**config.mk**
```make
export PLATFORM = sky130hd
export DESIGN_NAME = led_event_blinker
export DESIGN_NICKNAME = d
export VERILOG_FILES = /design/src/rtl/led_event_blinker.sv
export SDC_FILE = /design/constraint.sdc
export NUM_CORES = 1
export LEC_CHECK = 0
export BUFFER_PORTS_ARGS = -buffer_cell sky130_fd_sc_hd__buf_2
export CAP_MARGIN = 25
export CORE_MARGIN = 2
export CORE_UTILIZATION = 59
export CTS_CLUSTER_SIZE = 24
export DETAILED_ROUTE_END_ITERATION = 8
export MAX_ROUTING_LAYER = met4
export PLACE_DENSITY_LB_ADDON = 0.3
export SYNTH_ARGS = -nofsm -noshare
export SYNTH_HDL_FRONTEND = slang
export SYNTH_SLANG_ARGS = --single-unit
```
**constraint.sdc**
```tcl
create_clock -name clk -period 3 [get_ports clk]
set_input_delay 0 -clock clk [delete_from_list [all_inputs] [get_ports clk]]
set_output_delay 0 -clock clk [all_outputs]
set_load 0.01 [all_outputs]
```
**src/rtl/led_event_blinker.sv**
```systemverilog
// led_event_blinker
//    Turns single-cycle event strobes from core logic into human-visible LED
//    blinks. Each accepted event produces exactly one blink: a fixed on-time
//    followed by a fixed off-gap. Events that arrive mid-blink are queued in a
//    saturating counter and replayed one at a time.
//
//    state | meaning
//    ------+------------------------------------------------------------
//    IDLE  | no blink in progress, LED off, waiting for event_in
//    ON    | LED lit for 2**ON_BITS cycles
//    OFF   | LED dark for 2**OFF_BITS cycles, then replay a queued event
//
// Ports
//    clk       in   system clock, posedge
//    n_reset   in   synchronous active-low reset
//    event_in  in   event strobe, one event per high cycle
//    led_out   out  LED drive, active-high, registered
//    busy      out  high while a blink (on or gap) is in progress
//    pending   out  queued events not yet started
//    overflow  out  sticky, set when an event is dropped at saturation
module led_event_blinker #(
   parameter int ON_BITS  = 23,
   parameter int OFF_BITS = 23,
   parameter int PEND_W   = 4
) (
   input  logic              clk,
   input  logic              n_reset,
   input  logic              event_in,
   output logic              led_out,
   output logic              busy,
   output logic [PEND_W-1:0] pending,
   output logic              overflow
);

   localparam int CNT_W = (ON_BITS > OFF_BITS) ? ON_BITS : OFF_BITS;
   localparam logic [CNT_W-1:0]  ON_TC    = CNT_W'((2 ** ON_BITS) - 1);
   localparam logic [CNT_W-1:0]  OFF_TC   = CNT_W'((2 ** OFF_BITS) - 1);
   localparam logic [PEND_W-1:0] PEND_MAX = {PEND_W{1'b1}};

   typedef enum logic [1:0] {
      S_IDLE = 2'd0,
      S_ON   = 2'd1,
      S_OFF  = 2'd2
   } state_t;

   state_t            state_q, state_d;
   logic [CNT_W-1:0]  cnt_q, cnt_d;
   logic [PEND_W-1:0] pend_d;
   logic              ovf_d;
   logic              off_term;

   assign off_term = (state_q == S_OFF) && (cnt_q == OFF_TC);

   always_comb begin
      state_d = state_q;
      cnt_d   = cnt_q + CNT_W'(1);
      pend_d  = pending;
      ovf_d   = overflow;

      case (state_q)
         S_IDLE: begin
            cnt_d = '0;
            if (event_in) state_d = S_ON;
         end
         S_ON: begin
            if (cnt_q == ON_TC) begin
               state_d = S_OFF;
               cnt_d   = '0;
            end
         end
         S_OFF: begin
            if (off_term) begin
               cnt_d = '0;
               if (pending != '0) begin
                  state_d = S_ON;
                  // a coincident event takes the slot just freed
                  if (!event_in) pend_d = pending - PEND_W'(1);
               end else if (event_in) begin
                  state_d = S_ON;
               end else begin
                  state_d = S_IDLE;
               end
            end
         end
         default: begin
            state_d = S_IDLE;
            cnt_d   = '0;
         end
      endcase

      // events during a blink queue up, except on the gap's last cycle where
      // they are absorbed by the replay decision above
      if (event_in && (state_q != S_IDLE) && !off_term) begin
         if (pending == PEND_MAX) ovf_d = 1'b1;
         else                     pend_d = pending + PEND_W'(1);
      end
   end

   always_ff @(posedge clk) begin
      if (!n_reset) begin
         state_q  <= S_IDLE;
         cnt_q    <= '0;
         led_out  <= 1'b0;
         busy     <= 1'b0;
         pending  <= '0;
         overflow <= 1'b0;
      end else begin
         state_q  <= state_d;
         cnt_q    <= cnt_d;
         led_out  <= (state_d == S_ON);
         busy     <= (state_d != S_IDLE);
         pending  <= pend_d;
         overflow <= ovf_d;
      end
   end

endmodule

```
Word-level counts from Yosys, hierarchy flattened
Cells that the tools add are included.
W data, S select, Z words.

storage, ports and cells
  register bits = 32
  latch bits = 0
  memory bits (writable) = 0
  ROM bits = 0
  bits of input ports = 3
  output and inout bits = 7
  logic and storage cells = 38
  memories = 0

cells by class
  add/sub/neg operators = 3
  multiply operators = 0
  divide/modulo/power cells = 0
  order comparisons = 0
  equality and inequality tests = 5
  shift operators = 0
  muxes and demuxes = 15
  bitwise logic cells = 0
  reduce and logical (&&, ||, !) cells = 9

operator list
  cell                     number
  $mux W23                 2
  $pmux W23 S2             1
  $mux W4                  6
  $add A23 B1 Y23 const B  1
  $eq A23 B23 Y1 const B   1
  $mux W2                  3
  $pmux W2 S3              1
  $add A4 B1 Y4 const B    1
  $eq A2 B1 Y1 const B     2
  $eq A4 B4 Y1 const B     1
  $reduce_bool A2 Y1       2
  $reduce_bool A4 Y1       1
  $sub A4 B1 Y4 const B    1
  $logic_and A1 B1 Y1      3
  $eq A2 B2 Y1 const B     1
  $logic_not A2 Y1         1
  $mux W1                  2
  $reduce_and A2 Y1        1
  $logic_not A1 Y1         1

Logic depth before layout (Yosys ltp)
Gate-level depths: netlist (run 1).

  depth in word-level cells = 7
  mapped depth = 7

Least setup slack after synthesis (run 1)
Ideal clock, no wire load.

  path kind = reg-to-reg
  from = reg cnt_q[0]
  to = reg pending[1]
  setup time = 120 ps
  arrival time = 1982 ps
  data required time = 2880 ps
  setup slack = 899 ps
  cell stages (with the launch flop) = 7
  buffers on the path = 0
  clock period less this slack = 2101 ps
  cell sequence = dfxtp_1 ha_1 nand4_1 nor4_4 nand2_2 o41a_1 o31a_1

between the ends
  cells in the longest elaborated chain, start to end = 6
  elaborated cells on any way between the ends = 8
  those cells by class = eq/ne: 1; mux: 4; reduce/logical: 3

ends and longest elaborated chain
  what                    RTL line  RTL
  from (decl)             47        logic [CNT_W-1:0] cnt_q, cnt_d;
  from (signal assigned)  109       cnt_q <= cnt_d;
  $eq A23 B23 Y1 *        52        assign off_term = (state_q == S_OFF) && (cnt_q == OFF_TC);
  $logic_and A1 B1 Y1 *   52
  $mux W4                 72        if (off_term) begin
  $mux W4                 60        case (state_q)
  $mux W4                 94        if (pending == PEND_MAX) ovf_d = 1'b1;
  $mux W4 *               93        if (event_in && (state_q != S_IDLE) && !off_term) begin
  to (signal assigned)    112       pending <= pend_d;
  to (decl)               31        output logic [PEND_W-1:0] pending,

Every way passes the cells marked *; elsewhere a longest branch is shown, timed or not.
A chain may end at the register's enable or synchronous reset.

Worst setup path after layout (run 1)
  from = reg cnt_q[0]
  to = reg cnt_q[13]

between the ends
  cells in the longest elaborated chain, start to end = 4
  elaborated cells on any way between the ends = 6
  those cells by class = add/sub: 1; eq/ne: 1; mux: 3; reduce/logical: 1

ends and longest elaborated chain
  what                                                                     RTL line
  parallel branches: the longest is 3 deep, another holds $add A23 B1 Y23  n/a
  $pmux W23 S2 *                                                           60

Every way passes the cells marked *.

==> insert_results.sql, run 1 <==
INSERT INTO impl_metrics (metric_group, metric, value, unit) VALUES
('status', 'status', 'finished, final reports clean', ''),
('critical_path', 'worst-path-max-fanout', '12', ''),
('clock_tree', 'cts-resized-gates', '0', ''),
('place', 'post_dp_cell_area', '1730', 'sq um'),
('synth', 'syn_nets', '197', ''),
('clock_tree', 'tritoncts.num_buffers', '5', ''),
('floorplanning', 'floorplan.initialDensity', '0.609', ''),
('synth', 'syn-instance-count', '186', ''),
('global_route', 'via_count_of_the_first_global_routing_pass', '1399', ''),
('critical_path', 'worst-endpoint-required', '3230', 'ps'),
('timing', 'final.setup.worst_slack', '642', 'ps'),
('critical_path', 'critical_path_buf_inv_count', '1', ''),
('synth', 'ys_seq_area_frac', '0.388', ''),
('layout', 'area_growth_syn_to_layout', '9.32', '%'),
('layout', 'n_fill_cell', '230', ''),
('detailed_routing', 'detailroute.via_count', '1402', ''),
('timing', 'worst_clock_skew', '12.1', 'ps'),
('timing', 'setup_viol', '0', ''),
('detailed_routing', 'totalWireLength', '3460', 'um'),
('synth', 'synthesis.yosys.warnings', '0', ''),
('timing', 'post_route_setup_tns', '0', 'ps'),
('critical_path', 'worstSetupEndpointType', 'register', ''),
('clock_tree', 'clock_tree.buffer_depth', '2', ''),
('timing', 'hold_ws', '173', 'ps'),
('clock_tree', 'htree_levels', '2', ''),
('timing', 'finalMaxSlewViolations', '0', ''),
('timing', 'unrepaired_setup_endpoints_after_global_routing', 'no', ''),
('timing', 'relSlewSlack', '0.445', ''),
('floorplanning', 'die-height', '56.9', 'um'),
('detailed_routing', 'final_antenna_net_count', '0', ''),
('floorplanning', 'floorplan.rows', '19', ''),
('place', 'post-dp-hpwl', '2590', 'um'),
('critical_path', 'timing.critical_path.arrival', '2590', 'ps'),
('floorplanning', 'core-area', '2710', 'sq um'),
('synth', 'synthesis.area_per_instance', '8.88', 'sq um'),
('layout', 'finalInstanceArea', '1810', 'sq um'),
('global_route', 'globalRouteOverflowTotal', '0', ''),
('timing', 'final-hold-violation-count', '0', ''),
('power', 'vdd_drop_max', '0.410', 'mV'),
('timing', 'period_minus_slack', '2360', 'ps'),
('critical_path', 'critical_path.slowest_cell', 'sky130_fd_sc_hd__dfxtp_1', ''),
('min_path', 'hold_class', 'primary input to register', ''),
('critical_path', 'crit_path_max_incr_delay', '450', 'ps'),
('clock_tree', 'clk_pin_slew_worst_paths', '100', 'ps'),
('clock_tree', 'clk_latency', '340', 'ps'),
('place', 'port_buffers', '9', ''),
('timing', 'timing_worst_slew_pin_value', '832', 'ps'),
('synth', 'netlist_area', '1650', 'sq um'),
('timing', 'final_min_period_over_clock_period', '0.786', ''),
('flow_run', 'timing.max_cap.violations', '0', ''),
('detailed_routing', 'remaining_drc_errors', '0', ''),
('critical_path', 'worst_setup_path_start_kind', 'register', ''),
('clock_tree', 'post_cts_setup_bufs', '0', ''),
('place', 'pre_cts_ws', '642', 'ps'),
('global_route', 'all_layer_global_routing_usage', '0.248', ''),
('detailed_routing', 'detail_route.wl_per_cell', '14.9', 'um'),
('power', 'power_density', '431', 'nW/um^2'),
('layout', 'antennaDiodeCount', '0', ''),
('layout', 'final_layout_size_suffix_gt1_frac', '0.129', ''),
('critical_path', 'critical_path.cell_chain', 'ha_1 -> nand4_1 -> nor4_4 -> nand2_2 -> o2111ai_1 -> buf_4 -> nor2_1', ''),
('synth', 'synth_enable_flop_cells', '0', ''),
('synth', 'synthFlopType', 'sky130_fd_sc_hd__dfxtp_1', ''),
('critical_path', 'setup.worst_path.class', 'register to register', ''),
('place', 'gpl_congestion', '0.837', ''),
('global_route', 'grt_max_degree', '13', ''),
('power', 'power', '778', 'uW'),
('clock_tree', 'numClockSinks', '32', ''),
('detailed_routing', 'first_iter_violations', '69', ''),
('detailed_routing', 'drt_first_pass_iters', '4', ''),
('floorplanning', 'die-area', '3240', 'sq um'),
('synth', 'async_flop_share', '0', ''),
('clock_tree', 'clock_tree_from_tritoncts', 'done', ''),
('synth', 'ys_types', '39', ''),
('timing', 'maximum_operating_frequency', '424', 'MHz'),
('critical_path', 'critPathTopFamily', 'simple AND/OR/NAND/NOR gates', ''),
('global_route', 'antenna_found_initial', '0', ''),
('floorplanning', 'chipWidth', '56.9', 'um'),
('detailed_routing', 'routed_via_density', '6.04', ''),
('global_route', 'grt_first_pass_wirelength', '6200', 'um'),
('power', 'power_leakage', '0.687', 'nW'),
('clock_tree', 'cts_root_buffer', 'sky130_fd_sc_hd__clkbuf_4', ''),
('layout', 'layout.nets', '212', ''),
('synth', 'ys_ff_latch', '32', ''),
('floorplanning', 'floorplan.io_pins', '10', '');
-- sequential cells by signal, indices dropped and copies added (netlist names) --
register and cells:
busy 1, cnt_q 23, led_out 1, overflow 1, pending 4, state_q 2
-- worst paths after layout --
kind	from	endpoint	slack [ps]	depth (start not counted)
setup / recovery	cnt_q[0]$_SDFF_PN0_	cnt_q[13]$_SDFF_PN0_	640	7
hold / removal	event_in	pending[1]$_SDFF_PN0_	170	3
setup reg to reg	cnt_q[0]$_SDFF_PN0_	cnt_q[13]$_SDFF_PN0_	640	7
hold reg to reg	cnt_q[21]$_SDFF_PN0_	cnt_q[21]$_SDFF_PN0_	510	2
-- cell usage after synthesis (2+ instances only) --
master | n | area share
sky130_fd_sc_hd__nor2_1 | 33 | 0.075
sky130_fd_sc_hd__dfxtp_1 | 32 | 0.39
sky130_fd_sc_hd__xor2_1 | 13 | 0.069
sky130_fd_sc_hd__nand2_1 | 10 | 0.023
sky130_fd_sc_hd__nand4_1 | 10 | 0.038
sky130_fd_sc_hd__inv_1 | 9 | 0.020
sky130_fd_sc_hd__ha_1 | 8 | 0.061
sky130_fd_sc_hd__nand3_1 | 7 | 0.021
sky130_fd_sc_hd__xnor2_1 | 7 | 0.037
sky130_fd_sc_hd__a21oi_1 | 6 | 0.018
sky130_fd_sc_hd__a31oi_1 | 5 | 0.019
sky130_fd_sc_hd__nor4_1 | 5 | 0.019
sky130_fd_sc_hd__and3_1 | 4 | 0.015
sky130_fd_sc_hd__nor3_1 | 4 | 0.012
sky130_fd_sc_hd__and2_1 | 2 | 0.0076
sky130_fd_sc_hd__and4_1 | 2 | 0.011
sky130_fd_sc_hd__clkbuf_1 | 2 | 0.0045
sky130_fd_sc_hd__nand2b_1 | 2 | 0.0076
sky130_fd_sc_hd__nand4_4 | 2 | 0.026
sky130_fd_sc_hd__nor2b_1 | 2 | 0.0076
sky130_fd_sc_hd__o21a_1 | 2 | 0.0091
sky130_fd_sc_hd__o21ai_0 | 2 | 0.0061
-- per-stage QoR --
stage,utilization,std cells
6_report,0.666,232
5_1_grt,0.666,232
4_1_cts,0.666,232
3_5_place_dp,0.639,224
3_3_place_gp,0.639,224
2_1_floorplan,-,186
-- logic make-up (layout without fill, tap and decap cells) --
kind of cell             after synthesis  count (layout)  share of synthesized area
AO/OA/AOI/OAI                         23              23                     0.0992
XOR/XNOR                              20              20                      0.106
adder cells (fa/ha/maj)                8               8                     0.0606
buffers and inverters                 12              27                     0.0280
flip-flops                            32              32                      0.388
multiplexers                           3               3                     0.0265
AND/OR/NAND/NOR                       88              88                      0.292
-- where the power goes --
| group | switching, mW | total [mW] | internal [mW] |
|---|---|---|---|
| Sequential | 0.00800 | 0.440 | 0.432 |
| Clock | 0.141 | 0.274 | 0.133 |
| Combinational | 0.0381 | 0.0636 | 0.0256 |
-- repair_timing --
action	in CTS	in global routing
endpoints found under the hold margin	1	0
setup endpoints to repair	0	0
hold buffers	1	0
-- layer usage --
layer | GRT usage | vias to the layer above | part of all wire
li1 | - | 697 | -
met4 | 0.113 | 0 | 0.016
met1 | 0.284 | 670 | 0.42
met5 | - | - | 0
met2 | 0.415 | 25 | 0.52
met3 | 0.0507 | 10 | 0.034
-- cell usage in the layout (no fill, tap or decap), types with 4 or more instances in the layout --
master and count:
sky130_fd_sc_hd__nor2_1 33, sky130_fd_sc_hd__dfxtp_1 32, sky130_fd_sc_hd__xor2_1 13, sky130_fd_sc_hd__nand4_1 10
sky130_fd_sc_hd__nand2_1 10, sky130_fd_sc_hd__inv_1 9, sky130_fd_sc_hd__buf_2 9, sky130_fd_sc_hd__ha_1 8
sky130_fd_sc_hd__xnor2_1 7, sky130_fd_sc_hd__nand3_1 7, sky130_fd_sc_hd__a21oi_1 6, sky130_fd_sc_hd__nor4_1 5
sky130_fd_sc_hd__a31oi_1 5, sky130_fd_sc_hd__clkbuf_4 5, sky130_fd_sc_hd__and3_1 4, sky130_fd_sc_hd__nor3_1 4
-- area by class of cell --
cell class	count	area, sq um	share of cell area
Timing Repair Buffer	11	62.6	0.0347
Sequential cell	32	641	0.355
Inverter	9	33.8	0.0187
Tap cell	31	38.8	0.0215
Clock buffer	7	65.1	0.0360
Multi-Input combinational cell	142	965	0.534
-- worst reg2reg max path: cells and delay by family (launching register included) --
family,cells,cell delay [ps]
compound gates,1,350
fa+ha+maj,1,310
buf+inv,1,320
flops,1,450
simple gates,4,820
No activity file was read; power rests on OpenSTA's default activity.
==> run 2, diff against run 1 <==
--- a/config.mk
+++ b/config.mk
@@ -8,7 +8,7 @@
 export BUFFER_PORTS_ARGS = -buffer_cell sky130_fd_sc_hd__buf_2
 export CAP_MARGIN = 25
 export CORE_MARGIN = 2
-export CORE_UTILIZATION = 59
+export CORE_UTILIZATION = 53
 export CTS_CLUSTER_SIZE = 24
 export DETAILED_ROUTE_END_ITERATION = 8
 export MAX_ROUTING_LAYER = met4
==> constraint.sdc (replaced) <==
create_clock -name clk -period 1.9 [get_ports clk]
set_input_delay 0 -clock clk [delete_from_list [all_inputs] [get_ports clk]]
set_output_delay 0 -clock clk [all_outputs]
set_load 0.01 [all_outputs]
==> run 2 against run 1 <==
The run now ends with setup timing left. Critical path type unchanged. Clock power grew 27%. Non-clock buffer count grew 19. Maximum frequency grew 24%. Hold slack lost 2.3 ps. Critical path depth grew 1. Global-route usage shrank 2.9 points. Count of clock-buffer cells in the layout shrank 1.
==> insert_results.sql, run 2 (synthesized netlist as in run 1, its figures left out) <==
INSERT INTO impl_metrics (metric_group, metric, value, unit) VALUES
('status', 'status', 'finished, violations left', ''),
('status', 'violations', 'setup timing', ''),
('floorplanning', 'chipWidth', '59.8', 'um'),
('place', 'port_buffers', '9', ''),
('place', 'gpl_congestion', '0.833', ''),
('floorplanning', 'floorplan.io_pins', '10', ''),
('critical_path', 'timing.critical_path.from', 'cnt_q[0]$_SDFF_PN0_', ''),
('floorplanning', 'die-height', '59.8', 'um'),
('global_route', 'all_layer_global_routing_usage', '0.220', ''),
('place', 'post_dp_cell_area', '1880', 'sq um'),
('clock_tree', 'clock_tree.buffer_depth', '2', ''),
('place', 'pre_cts_ws', '64.8', 'ps'),
('timing', 'final_min_period_over_clock_period', '1.00', ''),
('detailed_routing', 'first_iter_violations', '91', ''),
('clock_tree', 'numClockSinks', '32', ''),
('power', 'vdd_drop_max', '0.387', 'mV'),
('clock_tree', 'htree_levels', '2', ''),
('layout', 'final_layout_size_suffix_gt1_frac', '0.224', ''),
('floorplanning', 'floorplan.rows', '20', ''),
('timing', 'period_minus_slack', '1900', 'ps'),
('layout', 'seq_area', '646', 'sq um'),
('detailed_routing', 'detail_route.wl_per_cell', '13.5', 'um'),
('layout', 'multi_input_area', '993', 'sq um'),
('floorplanning', 'floorplan.initialDensity', '0.550', ''),
('critical_path', 'worstSetupEndpointType', 'register', ''),
('detailed_routing', 'final_antenna_net_count', '0', ''),
('timing', 'setup_viol', '1', ''),
('timing', 'unrepaired_setup_endpoints_after_global_routing', 'yes', ''),
('layout', 'area_growth_syn_to_layout', '19.9', '%'),
('timing', 'timing_worst_slew_pin_value', '466', 'ps'),
('clock_tree', 'clock_tree_from_tritoncts', 'done', ''),
('layout', 'finalInstanceArea', '1980', 'sq um'),
('layout', 'layout.nets', '231', ''),
('layout', 'final_core_util', '0.660', ''),
('critical_path', 'timing.critical_path.arrival', '2140', 'ps'),
('global_route', 'grt_first_pass_wirelength', '5810', 'um'),
('timing', 'final.setup.worst_slack', '-3.78', 'ps'),
('timing', 'maximum_operating_frequency', '525', 'MHz'),
('layout', 'mostFrequentLayoutCells', 'sky130_fd_sc_hd__nor2_1 (33), sky130_fd_sc_hd__dfxtp_1 (30), sky130_fd_sc_hd__buf_4 (17)', ''),
('timing', 'finalMaxSlewViolations', '0', ''),
('global_route', 'grt_max_degree', '24', ''),
('critical_path', 'setup.worst_path.class', 'register to register', ''),
('place', 'post-dp-hpwl', '2530', 'um'),
('critical_path', 'worst-path-max-fanout', '3', ''),
('timing', 'relSlewSlack', '0.687', ''),
('min_path', 'hold_class', 'primary input to register', ''),
('critical_path', 'worst-endpoint-required', '2130', 'ps'),
('timing', 'post_route_setup_tns', '-3.78', 'ps'),
('layout', 'top_regs', 'cnt_q: 23 flops, pending: 4 flops, state_q: 2 flops', ''),
('clock_tree', 'clk_pin_slew_worst_paths', '100', 'ps'),
('global_route', 'via_count_of_the_first_global_routing_pass', '1387', ''),
('critical_path', 'r2r-start', 'cnt_q[0]$_SDFF_PN0_', ''),
('layout', 'antennaDiodeCount', '0', ''),
('timing', 'worst_clock_skew', '14.0', 'ps'),
('timing', 'final-hold-violation-count', '0', ''),
('clock_tree', 'tritoncts.num_buffers', '5', ''),
('clock_tree', 'clk_latency', '340', 'ps'),
('layout', 'max_flop_register', 'cnt_q', ''),
('floorplanning', 'core-area', '3000', 'sq um'),
('power', 'power_leakage', '0.779', 'nW'),
('power', 'power', '1.15', 'mW'),
('detailed_routing', 'drt_first_pass_iters', '6', ''),
('detailed_routing', 'totalWireLength', '3390', 'um'),
('detailed_routing', 'remaining_drc_errors', '0', ''),
('detailed_routing', 'routed_via_density', '5.66', ''),
('layout', 'largest_reg_flops', '23', ''),
('layout', 'n_fill_cell', '257', ''),
('min_path', 'hold_path.startpoint', 'event_in', ''),
('flow_run', 'timing.max_cap.violations', '0', ''),
('layout', 'mostFrequentLayoutCell', 'sky130_fd_sc_hd__nor2_1', ''),
('global_route', 'antenna_found_initial', '0', ''),
('global_route', 'globalRouteOverflowTotal', '0', ''),
('detailed_routing', 'detailroute.via_count', '1427', ''),
('floorplanning', 'die-area', '3580', 'sq um'),
('clock_tree', 'cts_root_buffer', 'sky130_fd_sc_hd__clkbuf_4', ''),
('critical_path', 'worst_setup_path_start_kind', 'register', ''),
('power', 'power_density', '582', 'nW/um^2');
run 2: worst max-delay path, cell delays in order (launching register included):
cell and delay, ps:
sky130_fd_sc_hd__dfxtp_4 360, sky130_fd_sc_hd__ha_4 130, sky130_fd_sc_hd__nand4_1 150, sky130_fd_sc_hd__nor4_4 390, sky130_fd_sc_hd__buf_4 160, sky130_fd_sc_hd__buf_4 100
sky130_fd_sc_hd__nand3_1 80, sky130_fd_sc_hd__mux2_2 270, sky130_fd_sc_hd__o21a_1 160
run 2: path summary, 6_finish.rpt:
check,cells past startpoint,to,slack (ps)
min,4,overflow$_SDFFE_PN0P_,170
min reg2reg,2,overflow$_SDFFE_PN0P_,480
max,8,pending[3]$_SDFF_PN0_,-4
max reg2reg,8,pending[3]$_SDFF_PN0_,-4
run 2: area by class of cell:
type / count / share of cell area
sequential: 32 / 0.326
tap: 33 / 0.0208
multi-input combinational: 142 / 0.502
timing repair buffer: 30 / 0.114
clock buffer: 6 / 0.0208
inverter: 9 / 0.0171
run 2: repair_timing:
| action | CTS | global route |
|---|---|---|
| gates resized for setup | 0 | 6 |
| hold endpoints to repair | 1 | 0 |
| hold buffers | 1 | 0 |
| setup buffers | 0 | 3 |
| setup endpoints to repair | 0 | 6 |
run 2: metal layers:
metal / wire length [um] / global-route usage / vias to the layer above / share of wire
li1: - / - / 728 / -
met1: 1500 / 0.252 / 656 / 0.44
met2: 1680 / 0.356 / 36 / 0.50
met3: 152 / 0.0714 / 7 / 0.045
met4: 52 / 0.0825 / 0 / 0.015
met5: 0 / - / - / 0
run 2: through the flow:
stage | hold WS [ps] | cells
detailed placement | 316 | 242
global route | 201 | 252
finish | 171 | 252
global placement | 299 | 242
floorplan | 148 | 186
CTS | 156 | 249
run 2: power by group:
part           internal [mW]  leakage [nW]  switching, mW
registers              0.681         0.260        0.00905
logic                 0.0483         0.494         0.0662
clock network          0.131        0.0242          0.218
==> run 3, diff against run 2 <==
--- a/config.mk
+++ b/config.mk
@@ -5,10 +5,11 @@
 export SDC_FILE = /design/constraint.sdc
 export NUM_CORES = 1
 export LEC_CHECK = 0
+export ABC_AREA = 1
 export BUFFER_PORTS_ARGS = -buffer_cell sky130_fd_sc_hd__buf_2
 export CAP_MARGIN = 25
 export CORE_MARGIN = 2
-export CORE_UTILIZATION = 53
+export CORE_UTILIZATION = 45
 export CTS_CLUSTER_SIZE = 24
 export DETAILED_ROUTE_END_ITERATION = 8
 export MAX_ROUTING_LAYER = met4
==> constraint.sdc (replaced) <==
create_clock -name clk -period 2.1 [get_ports clk]
set_input_delay 0 -clock clk [delete_from_list [all_inputs] [get_ports clk]]
set_output_delay 0 -clock clk [all_outputs]
set_load 0.01 [all_outputs]
==> run 3 against run 2 <==
Sequential power decreased by 9.4%. The flow now finishes without violations. Highest routed layer unchanged. Critical endpoint is now cnt_q[5]$_SDFF_PN0_. Flip-flop and latch count unchanged. Largest cell class unchanged. Worst setup slack improved by 330 ps. Register-to-register slack improved by 330 ps. Area after synthesis increased by 7.3%. Wire length decreased by 8.2%. First-iteration DRC count decreased by 29%. Combinational power decreased by 22%. Maximum frequency increased by 7.5%.
==> insert_results.sql, run 3 <==
INSERT INTO impl_metrics (metric_group, metric, value, unit) VALUES
('floorplanning', 'die-height', '66.7', 'um'),
('place', 'dp_cell_count', '294', ''),
('synth', 'async_flop_share', '0', ''),
('synth', 'syn_nets', '249', ''),
('layout', 'seq_area', '641', 'sq um'),
('clock_tree', 'clock_tree_from_tritoncts', 'done', ''),
('detailed_routing', 'final_antenna_net_count', '0', ''),
('detailed_routing', 'met2_length', '1450', 'um'),
('detailed_routing', 'totalWireLength', '3110', 'um'),
('place', 'post-dp-hpwl', '2350', 'um'),
('synth', 'ys_ff_latch', '32', ''),
('critical_path', 'crit_path_max_incr_delay', '350', 'ps'),
('timing', 'hold_ws', '215', 'ps'),
('place', 'pre_cts_ws', '201', 'ps'),
('synth', 'netlist_area', '1770', 'sq um'),
('power', 'power_density', '646', 'nW/um^2'),
('clock_tree', 'clk_latency', '290', 'ps'),
('synth', 'most_instantiated_library_cell_after_synthesis', 'sky130_fd_sc_hd__nand2_1', ''),
('layout', 'max_flop_register', 'cnt_q', ''),
('critical_path', 'worst-path-max-fanout', '9', ''),
('min_path', 'hold_path.startpoint', 'event_in', ''),
('power', 'power', '1.29', 'mW'),
('global_route', 'grt_max_degree', '11', ''),
('timing', 'worst_clock_skew', '7.78', 'ps'),
('critical_path', 'worst_r2r_endpoint', 'cnt_q[5]$_SDFF_PN0_', ''),
('synth', 'synthFlopType', 'sky130_fd_sc_hd__dfxtp_1', ''),
('clock_tree', 'tritoncts.num_buffers', '5', ''),
('timing', 'timing_worst_slew_pin_value', '294', 'ps'),
('synth', 'synth_enable_flop_cells', '0', ''),
('synth', 'ys_types', '30', ''),
('synth', 'synthesis.yosys.warnings', '0', ''),
('critical_path', 'setup.worst_path.class', 'register to register', ''),
('critical_path', 'critical_path.slowest_cell', 'sky130_fd_sc_hd__dfxtp_1', ''),
('clock_tree', 'clock_tree.buffer_depth', '2', ''),
('timing', 'final-hold-violation-count', '0', ''),
('power', 'vdd_drop_max', '0.431', 'mV'),
('critical_path', 'critical_path.cell_chain', 'ha_1 -> nand2_1 -> nor2_4 -> nand3_2 -> nor3_2 -> inv_1 -> nand2_2 -> buf_4 -> nor3_1', ''),
('critical_path', 'timing.critical_path.arrival', '1940', 'ps'),
('clock_tree', 'cts_root_buffer', 'sky130_fd_sc_hd__clkbuf_8', ''),
('layout', 'mostFrequentLayoutCells', 'sky130_fd_sc_hd__nand2_1 (52), sky130_fd_sc_hd__nor2_1 (33), sky130_fd_sc_hd__dfxtp_1 (32)', ''),
('flow_run', 'timing.max_cap.violations', '0', ''),
('synth', 'top_cell_type_s_share_of_synthesized_area', '0.362', ''),
('critical_path', 'r2r-start', 'cnt_q[0]$_SDFF_PN0_', ''),
('global_route', 'grt_first_pass_wirelength', '5750', 'um'),
('critical_path', 'ff2ff_path_depth', '9', ''),
('detailed_routing', 'remaining_drc_errors', '0', ''),
('status', 'status', 'finished, final reports clean', ''),
('place', 'gpl_congestion', '0.812', ''),
('detailed_routing', 'wl_met1', '1460', 'um'),
('timing', 'post_route_setup_tns', '0', 'ps'),
('synth', 'yosysTopAreaCell', 'sky130_fd_sc_hd__dfxtp_1', ''),
('layout', 'n_fill_cell', '349', ''),
('global_route', 'all_layer_global_routing_usage', '0.177', ''),
('synth', 'syn-instance-count', '238', ''),
('critical_path', 'worst_setup_path_start_kind', 'register', ''),
('layout', 'area_growth_syn_to_layout', '12.4', '%'),
('layout', 'layout.nets', '265', ''),
('detailed_routing', 'highest_layer', 'met4', ''),
('global_route', 'globalRouteOverflowTotal', '0', ''),
('synth', 'synth_area_leaders', 'sky130_fd_sc_hd__dfxtp_1 (36%), sky130_fd_sc_hd__nand2_1 (11%), sky130_fd_sc_hd__nor2_1 (7.0%)', ''),
('synth', 'synth_common_cells', 'sky130_fd_sc_hd__nand2_1 (53), sky130_fd_sc_hd__nor2_1 (33), sky130_fd_sc_hd__dfxtp_1 (32)', ''),
('critical_path', 'worstSetupEndpointType', 'register', ''),
('timing', 'finalMaxSlewViolations', '0', ''),
('synth', 'synthesis.area_per_instance', '7.44', 'sq um'),
('floorplanning', 'floorplan.initialDensity', '0.477', ''),
('timing', 'relSlewSlack', '0.804', ''),
('place', 'port_buffers', '9', ''),
('global_route', 'antenna_found_initial', '0', ''),
('layout', 'mostFrequentLayoutCell', 'sky130_fd_sc_hd__nand2_1', ''),
('floorplanning', 'chipWidth', '66.7', 'um'),
('detailed_routing', 'drt_first_pass_iters', '4', ''),
('layout', 'multi_input_area', '1020', 'sq um'),
('synth', 'ys_seq_area_frac', '0.362', ''),
('floorplanning', 'floorplan.io_pins', '10', ''),
('global_route', 'via_count_of_the_first_global_routing_pass', '1404', ''),
('timing', 'setup_viol', '0', ''),
('detailed_routing', 'routed_via_density', '4.83', ''),
('timing', 'period_minus_slack', '1770', 'ps'),
('critical_path', 'critical_path_buf_inv_count', '2', ''),
('layout', 'final_layout_size_suffix_gt1_frac', '0.176', ''),
('floorplanning', 'core-area', '3720', 'sq um'),
('layout', 'layout.cells.non_filler', '303', ''),
('detailed_routing', 'detail_route.wl_per_cell', '10.3', 'um'),
('detailed_routing', 'first_iter_violations', '65', ''),
('layout', 'top_regs', 'cnt_q: 23 flops, pending: 4 flops, state_q: 2 flops', ''),
('clock_tree', 'htree_levels', '2', ''),
('layout', 'final_core_util', '0.536', ''),
('clock_tree', 'numClockSinks', '32', ''),
('detailed_routing', 'detailroute.via_count', '1465', ''),
('place', 'post_dp_cell_area', '1870', 'sq um'),
('floorplanning', 'floorplan.rows', '22', ''),
('timing', 'final.setup.worst_slack', '329', 'ps'),
('detailed_routing', 'wl_met3', '120', 'um'),
('timing', 'final_min_period_over_clock_period', '0.843', ''),
('critical_path', 'critPathTopFamily', 'simple AND/OR/NAND/NOR gates', ''),
('critical_path', 'worst-endpoint-required', '2270', 'ps'),
('timing', 'maximum_operating_frequency', '565', 'MHz'),
('timing', 'unrepaired_setup_endpoints_after_global_routing', 'no', ''),
('min_path', 'hold_class', 'primary input to register', ''),
('layout', 'finalInstanceArea', '1990', 'sq um'),
('layout', 'largest_reg_flops', '23', ''),
('critical_path', 'ff2ff_setup_slack', '330', 'ps'),
('floorplanning', 'die-area', '4450', 'sq um'),
('clock_tree', 'clk_pin_slew_worst_paths', '60', 'ps'),
('layout', 'antennaDiodeCount', '0', ''),
('min_path', 'min_to', 'pending[3]$_SDFF_PN0_', ''),
('min_path', 'hold_depth', '7', ''),
('power', 'power_leakage', '0.803', 'nW');
==> run 3: cell types whose count changed in the layout (fill, tap and decap cells not counted), moves of 5 or more <==
cell	before	now
sky130_fd_sc_hd__nand4_1	10	4
sky130_fd_sc_hd__nand2_1	10	52
sky130_fd_sc_hd__nand2_2	1	6
sky130_fd_sc_hd__buf_4	17	2
sky130_fd_sc_hd__clkbuf_8	0	5
sky130_fd_sc_hd__inv_1	9	23
sky130_fd_sc_hd__nor2_2	0	6
sky130_fd_sc_hd__clkbuf_4	5	0
==> run 3: layer usage <==
layer | up-vias | GRT usage
met1 | 635 | 0.201
li1 | 792 | -
met4 | 0 | 0.0918
met3 | 9 | 0.0507
met5 | - | -
met2 | 29 | 0.281
==> run 3: logic make-up after synthesis <==
kind of cell             synth area share
AND/OR/NAND/NOR                     0.364
AO/OA/AOI/OAI                      0.0770
flip-flops                          0.362
XOR/XNOR                           0.0741
buffers and inverters              0.0664
adder cells (fa/ha/maj)            0.0565
==> run 3: worst max path at each step <==
stage,start,end,slack (ps),depth (start not counted)
2_1_floorplan,cnt_q[0]$_SDFF_PN0_,cnt_q[15]$_SDFF_PN0_,600,9
6_report,cnt_q[0]$_SDFF_PN0_,cnt_q[5]$_SDFF_PN0_,330,9
5_1_grt,cnt_q[0]$_SDFF_PN0_,cnt_q[5]$_SDFF_PN0_,90,9
3_5_place_dp,cnt_q[0]$_SDFF_PN0_,cnt_q[5]$_SDFF_PN0_,200,9
3_3_place_gp,cnt_q[0]$_SDFF_PN0_,cnt_q[5]$_SDFF_PN0_,320,9
4_1_cts,cnt_q[0]$_SDFF_PN0_,cnt_q[5]$_SDFF_PN0_,190,9
==> run 3: timing repair <==
item / 4_1_cts / 5_1_grt
hold endpoints to repair: 2 / 0
setup buffers: 0 / 0
gates resized for setup: 0 / 1
setup endpoints to repair: 0 / 10
hold buffers: 1 / 0
==> run 3: final cells by class <==
cell class	count	share of cell area
Clock buffer	6	0.0364
Clock inverter	2	0.0176
Inverter	26	0.0490
Multi-Input combinational cell	177	0.510
Sequential cell	32	0.322
Tap cell	48	0.0302
Timing Repair Buffer	12	0.0352
==> run 3: report_power, final <==
| part | internal, mW | switching (mW) |
|---|---|---|
| Clock | 0.352 | 0.222 |
| Sequential | 0.617 | 0.00797 |
| Combinational | 0.0348 | 0.0543 |
| Total | 1.00 | 0.285 |
==> run 3: tightest hold or removal path: stages <==
cell	delay [ps]
sky130_fd_sc_hd__buf_2	140
sky130_fd_sc_hd__nand2_1	60
sky130_fd_sc_hd__nand2_1	40
sky130_fd_sc_hd__nand2_1	50
sky130_fd_sc_hd__o21ai_1	50
sky130_fd_sc_hd__nand2_1	50
sky130_fd_sc_hd__a21oi_1	50
